--- src/rtl/obi_rr_mux.sv ---
`default_nettype none
// ============================================================================
//  Module   : obi_rr_mux (with obi_rr_mux_pkg)
//  Purpose  : Merges NMASTER OBI master ports onto one OBI slave port.
//             Arbitration is round-robin (RR_EN=1) or fixed lowest-index
//             priority (RR_EN=0). An in-order ID FIFO routes each rvalid back
//             to the master whose address phase was granted first.
//  Ports    : clk_i          - clock, rising edge
//             rst_ni         - synchronous active-low reset
//             master_req_i   - NMASTER upstream requests
//             master_resp_o  - NMASTER upstream responses (gnt/rvalid/rdata)
//             slave_req_o    - merged downstream request
//             slave_resp_i   - downstream response
//             outstanding_o  - granted transactions still awaiting rvalid
//             err_o          - sticky: rvalid seen with nothing outstanding
//  Revision : 1.0 - initial release
// ============================================================================
package obi_rr_mux_pkg;

    typedef struct packed {
        logic        req;
        logic [31:0] addr;
        logic        we;
        logic [3:0]  be;
        logic [31:0] wdata;
    } obi_req_t;

    typedef struct packed {
        logic        gnt;
        logic        rvalid;
        logic [31:0] rdata;
    } obi_resp_t;

endpackage

module obi_rr_mux
    import obi_rr_mux_pkg::*;
#(
    parameter int NMASTER         = 3,
    parameter int MAX_OUTSTANDING = 2,
    parameter int RR_EN           = 1
) (
    input  logic                                  clk_i,
    input  logic                                  rst_ni,
    input  obi_req_t  [NMASTER-1:0]               master_req_i,
    output obi_resp_t [NMASTER-1:0]               master_resp_o,
    output obi_req_t                              slave_req_o,
    input  obi_resp_t                             slave_resp_i,
    output logic [$clog2(MAX_OUTSTANDING+1)-1:0]  outstanding_o,
    output logic                                  err_o
);

    localparam int IDX_W = $clog2(NMASTER);
    localparam int PTR_W = (MAX_OUTSTANDING > 1) ? $clog2(MAX_OUTSTANDING) : 1;
    localparam int CNT_W = $clog2(MAX_OUTSTANDING + 1);

    localparam logic [CNT_W-1:0] c_cnt_max  = CNT_W'(MAX_OUTSTANDING);
    localparam logic [PTR_W-1:0] c_ptr_last = PTR_W'(MAX_OUTSTANDING - 1);
    localparam logic [IDX_W-1:0] c_idx_last = IDX_W'(NMASTER - 1);

    // State
    logic [IDX_W-1:0] r_ptr;
    logic             r_lock;
    logic [IDX_W-1:0] r_lock_idx;
    logic [IDX_W-1:0] r_fifo [MAX_OUTSTANDING];
    logic [PTR_W-1:0] r_wptr;
    logic [PTR_W-1:0] r_rptr;
    logic [CNT_W-1:0] r_count;
    logic             r_err;

    // Combinational
    logic             w_any_req;
    logic             w_full;
    logic [IDX_W-1:0] w_arb_sel;
    logic [IDX_W-1:0] w_sel;
    logic             w_req;
    logic             w_hs;
    logic             w_pop;
    logic [IDX_W-1:0] w_head;
    logic [PTR_W-1:0] w_wptr_nxt;
    logic [PTR_W-1:0] w_rptr_nxt;

    always_comb begin
        w_any_req = 1'b0;
        for (int i = 0; i < NMASTER; i++) begin
            w_any_req = w_any_req | master_req_i[i].req;
        end
    end

    generate
        if (RR_EN != 0) begin : g_rr
            int   w_idx;
            logic w_found;
            // First requester at or after r_ptr, searching upward with wrap.
            always_comb begin
                w_arb_sel = r_ptr;
                w_found   = 1'b0;
                w_idx     = 0;
                for (int k = 0; k < NMASTER; k++) begin
                    w_idx = int'(r_ptr) + k;
                    if (w_idx >= NMASTER) begin
                        w_idx = w_idx - NMASTER;
                    end
                    if (!w_found && master_req_i[w_idx].req) begin
                        w_arb_sel = IDX_W'(w_idx);
                        w_found   = 1'b1;
                    end
                end
            end
        end else begin : g_fixed
            // Scan downward so the lowest requesting index is written last.
            always_comb begin
                w_arb_sel = '0;
                for (int k = NMASTER - 1; k >= 0; k--) begin
                    if (master_req_i[k].req) begin
                        w_arb_sel = IDX_W'(k);
                    end
                end
            end
        end
    endgenerate

    // A stalled address phase must stay on the same master until granted.
    assign w_sel      = r_lock ? r_lock_idx : w_arb_sel;
    assign w_full     = (r_count == c_cnt_max);
    assign w_req      = w_any_req & ~w_full;
    assign w_hs       = w_req & slave_resp_i.gnt;
    assign w_pop      = slave_resp_i.rvalid & (r_count != '0);
    assign w_head     = r_fifo[r_rptr];
    assign w_wptr_nxt = (r_wptr == c_ptr_last) ? '0 : r_wptr + PTR_W'(1);
    assign w_rptr_nxt = (r_rptr == c_ptr_last) ? '0 : r_rptr + PTR_W'(1);

    always_comb begin
        slave_req_o = '0;
        if (w_req) begin
            slave_req_o     = master_req_i[w_sel];
            slave_req_o.req = 1'b1;
        end
    end

    always_comb begin
        master_resp_o = '0;
        for (int i = 0; i < NMASTER; i++) begin
            master_resp_o[i].gnt = slave_resp_i.gnt & w_req & (w_sel == IDX_W'(i));
            if (w_pop && (w_head == IDX_W'(i))) begin
                master_resp_o[i].rvalid = 1'b1;
                master_resp_o[i].rdata  = slave_resp_i.rdata;
            end
        end
    end

    always_ff @(posedge clk_i) begin
        if (!rst_ni) begin
            r_ptr      <= '0;
            r_lock     <= 1'b0;
            r_lock_idx <= '0;
            r_wptr     <= '0;
            r_rptr     <= '0;
            r_count    <= '0;
            r_err      <= 1'b0;
            for (int k = 0; k < MAX_OUTSTANDING; k++) begin
                r_fifo[k] <= '0;
            end
        end else begin
            if (w_hs) begin
                r_fifo[r_wptr] <= w_sel;
                r_wptr         <= w_wptr_nxt;
                r_lock         <= 1'b0;
                if (RR_EN != 0) begin
                    r_ptr <= (w_sel == c_idx_last) ? '0 : w_sel + IDX_W'(1);
                end
            end else if (w_req) begin
                r_lock     <= 1'b1;
                r_lock_idx <= w_sel;
            end

            if (w_pop) begin
                r_rptr <= w_rptr_nxt;
            end

            if (w_hs && !w_pop) begin
                r_count <= r_count + CNT_W'(1);
            end else if (!w_hs && w_pop) begin
                r_count <= r_count - CNT_W'(1);
            end

            if (slave_resp_i.rvalid && (r_count == '0)) begin
                r_err <= 1'b1;
            end
        end
    end

    assign outstanding_o = r_count;
    assign err_o         = r_err;

endmodule
`default_nettype wire
--- config.mk ---
export PLATFORM = sky130hd
export DESIGN_NAME = obi_rr_mux
export DESIGN_NICKNAME = d
export VERILOG_FILES = /design/src/rtl/obi_rr_mux.sv
export SDC_FILE = /design/constraint.sdc
export NUM_CORES = 1
export LEC_CHECK = 0
export CAP_MARGIN = 15
export CORE_AREA = 2 2 165 167
export DETAILED_ROUTE_END_ITERATION = 10
export DIE_AREA = 0 0 167 169
export PLACE_DENSITY = 0.45
export SYNTH_ARGS = -nofsm -noshare
export SYNTH_HDL_FRONTEND = slang
export SYNTH_SLANG_ARGS = --single-unit
--- constraint.sdc ---
create_clock -name clk_i -period 9.2 [get_ports clk_i]
set_input_delay 2.76 -clock clk_i [delete_from_list [all_inputs] [get_ports clk_i]]
set_output_delay 2.76 -clock clk_i [all_outputs]
set_load 0.02 [all_outputs]
==> summary.md <==
| Metric | Value |
|---|---|
| Status | finished clean |
| PD cells | 206 nW/um2 |
| GRT Resource Usage Total | 12.8% |
| Maxcap violations | 0 |
| Yosys reg bits | 15 |
| Number of detailed-route iterations in the first pass | 4 |
| DP Cell Count | 1123 |
| Clock Power Share | 5.1% |
| Internal power | 815 uW |
| Cts hold-fix bufs | 0 |
| Post-CTS Resized | 0 |
| Dominant synthesized flop cell | dfxtp_1 |
| Initial Util | 12.0% |
| Largest stage delay, worst path | 0.67 ns |
| Final TNS setup | 0 ns |
| Critical Path RT | 6.44 ns |
| Top cells by area, synth | mux2i_1 23%, and2_1 20%, o2bb2ai_1 16%, dfxtp_1 6.9%, o2bb2ai_2 4.7% |
| CP Launch Type | primary input |
| Residual DRC | 0 |
| Routed WL | 19500 um |
| TritonCTS clock tree | built |
| Post-Syn Nets | 640 |
| Worst-Margin Slew | 0.669 ns |
| Chip Width | 167 um |
| # nets final | 1038 |
| Hold Fails Final Rpt | 0 |
| EDFF count, synth | 4 |
| Multi-input gate area | 2660 um2 |
| Total Power | 1610 uW |
| YS warnings | 0 |
| Die Height | 169 um |
| Critical path type | primary input to output pin |
| Worst path slowest cell | clkdlybuf4s50_1 |
| Fillers | 2839 |
| I/O pins | 421 |
| Clk Latency, worst-skew pair | 0.24 ns |
| RSZ-0062 raised after global routing | no |
| Slew headroom | 55.4% |
| Mapped Cells | 389 |
| Fin crit period | 8.62 ns |
| Worst Hold Class | register to register |
| Cell mode on critical path | clkdlybuf4s50_1 |
| Worst path cell trace | clkdlybuf4s50_1 > mux2i_1 > o21a_2 > or3b_4 > a22oi_4 > nand2_2 > buf_4 > o2bb2ai_1 > clkdlybuf4s50_1 |
| First-pass GRT wire length | 28200 um |
| Highest-count cells in the layout ignoring fill and taps | 413 x clkdlybuf4s50_1, 100 x and2_1, 74 x mux2i_1 |
| Initial antenna violation count | 1 |
| FP Rows | 60 |
| Most common cell after layout, fill and taps aside | clkdlybuf4s50_1 |
| Psw | 797 uW |
| Top cell type's share of synthesized area | 23.3% |
| Slew Limit Fails | 0 |
| Crit-path max FO | 53 |
| DR iter-0 viols | 119 |
| Sequential standard cell area | 340 um2 |
| Synth-to-Final Area Change | 146% |
| Clk sinks | 15 |
| Fmax | 116 MHz |
| Combinational power share | 88.4% |
| Switching Share | 49.5% |
| WHS | 0.493 ns |
| Ys async rst share | 0% |
| Maximum clock path buffer count | 2 |
| Setup Fix Bufs, Post-CTS | 0 |
| Total die area | 28200 um2 |
| Leakage | 0.00294 uW |
| Syn avg cell area | 8.16 um2 |
| Sequential share of power | 6.4% |
| Cell Count, Final, Fillers Out | 1128 |
| DP HPWL | 16700 um |
| Peak VDD IR | 0.124 mV |
| CTS buffer count | 3 |
| WP data arrival | 5.86 ns |
| Total grt overflow | 0 |
| IO Port Bufs | 420 |
| Core area | 26500 um2 |
| H-tree Lvls | 1 |
| CTS clk-pin slew, worst paths | 0.05 ns |
| Worst setup EP type | output pin |
| Clk root buf | clkbuf_16 |
| Largest area contributor in the netlist | mux2i_1 |
| Vias in the first global route | 4522 |
| Avg Vias per Cell | 3.95 |
| Post-synth cell types | 47 |
| Clock skew | 0.00101 ns |
| Largest net degree at the start of global routing | 70 |
| # setup viols final | 0 |
| Synth Cell Area | 3170 um2 |
| Share of cells above drive strength 1 | 5.34% |
| GPL Wtd Cong | 0.786 |
| Via count | 4455 |
| Period utilisation layout | 93.6% |
| Seq/Total Area, Yosys | 10.7% |
| Util after Layout | 29.5% |
| Avg WL per Cell | 17.3 um |
| Remaining antenna violation count after routing | 0 |
## power by group through the flow
stage | registers, uW | clock network [uW] | logic [uW]
final | 104 | 82.8 | 1420
after global routing | 107 | 88.9 | 1510
after CTS | 104 | 85.4 | 1450
after detailed placement | 105 | 0 | 1450
after global placement | 105 | 0 | 1450
after floorplan | 104 | 0 | 766
## synth_stat cells, drive strengths merged (2+ instances only)
| library cell | instances |
|---|---|
| nand2b | 2 |
| nor2 | 15 |
| nand3 | 3 |
| nand3b | 3 |
| o211ai | 4 |
| a21boi | 2 |
| o21a | 4 |
| o21ai | 5 |
| or3b | 2 |
| nand2 | 13 |
| edfxtp | 4 |
| nor3 | 2 |
| and2 | 100 |
| ha | 5 |
| o2bb2ai | 69 |
| mux2i | 74 |
| nor2b | 7 |
| clkbuf | 21 |
| inv | 5 |
| xnor2 | 2 |
| a21oi | 4 |
| dfxtp | 11 |
| buf | 15 |
## cells by family (layout without fill, tap and decap cells)
group / after synthesis / after routing / synth area share (%)
other: 0 / 1 / 0
xor gates and xnor gates: 3 / 3 / 0.828
buffers and inverters: 42 / 439 / 6.19
DFF: 15 / 15 / 10.7
muxes: 75 / 75 / 23.7
and+or+nand+nor: 151 / 151 / 28.3
AOI/OAI and AO/OA: 98 / 98 / 28.3
adders and majority gates: 5 / 5 / 1.97
## per-stage QoR
step	area [um2]	setup WS (ns)
2_1_floorplan	3170	1.94
3_3_place_gp	7720	0.614
3_5_place_dp	7720	0.552
4_1_cts	7800	0.565
5_1_grt	7800	0.411
6_report	7810	0.584
## state kept, by name, indices dropped and copies added (netlist names), named ones only
register	cells
err_o	1
outstanding_o	2
r_ptr	2
r_lock	1
r_fifo	4
r_wptr	1
r_rptr	1
r_lock_idx	2
## critical path: cells and delay by family
family | cells | cell delay [ns]
simple gates | 2 | 0.49
compound gates | 3 | 0.75
mux | 1 | 0.30
buf+inv | 3 | 1.51
## worst paths after layout
path,cells past startpoint,slack (ns),startpoint,endpoint
min reg2reg,2,0.49,err_o,err_o
max,9,0.58,master_req_i[139],slave_req_o[48]
max reg2reg,9,6.56,r_ptr[0],r_ptr[0]
min,2,0.49,err_o,err_o
## cell type report
| type | count | area share (%) |
|---|---|---|
| tap | 341 | 5.47 |
| multi-input combinational | 332 | 34.0 |
| inverter | 6 | 0.289 |
| timing repair buffer | 429 | 54.8 |
| antenna | 1 | 0.0321 |
| clock buffer | 4 | 1.01 |
| sequential | 15 | 4.36 |
## metal layers
| metal | up-vias | global-route usage (%) | share of wire [%] |
|---|---|---|---|
| li1 | 2232 | - | - |
| met1 | 1953 | 13.7 | 37 |
| met2 | 258 | 24.7 | 53 |
| met3 | 12 | 4.14 | 9.3 |
| met4 | 0 | 1.76 | 1.5 |
| met5 | - | 0 | 0 |
No activity file was read; power rests on OpenSTA's default activity.
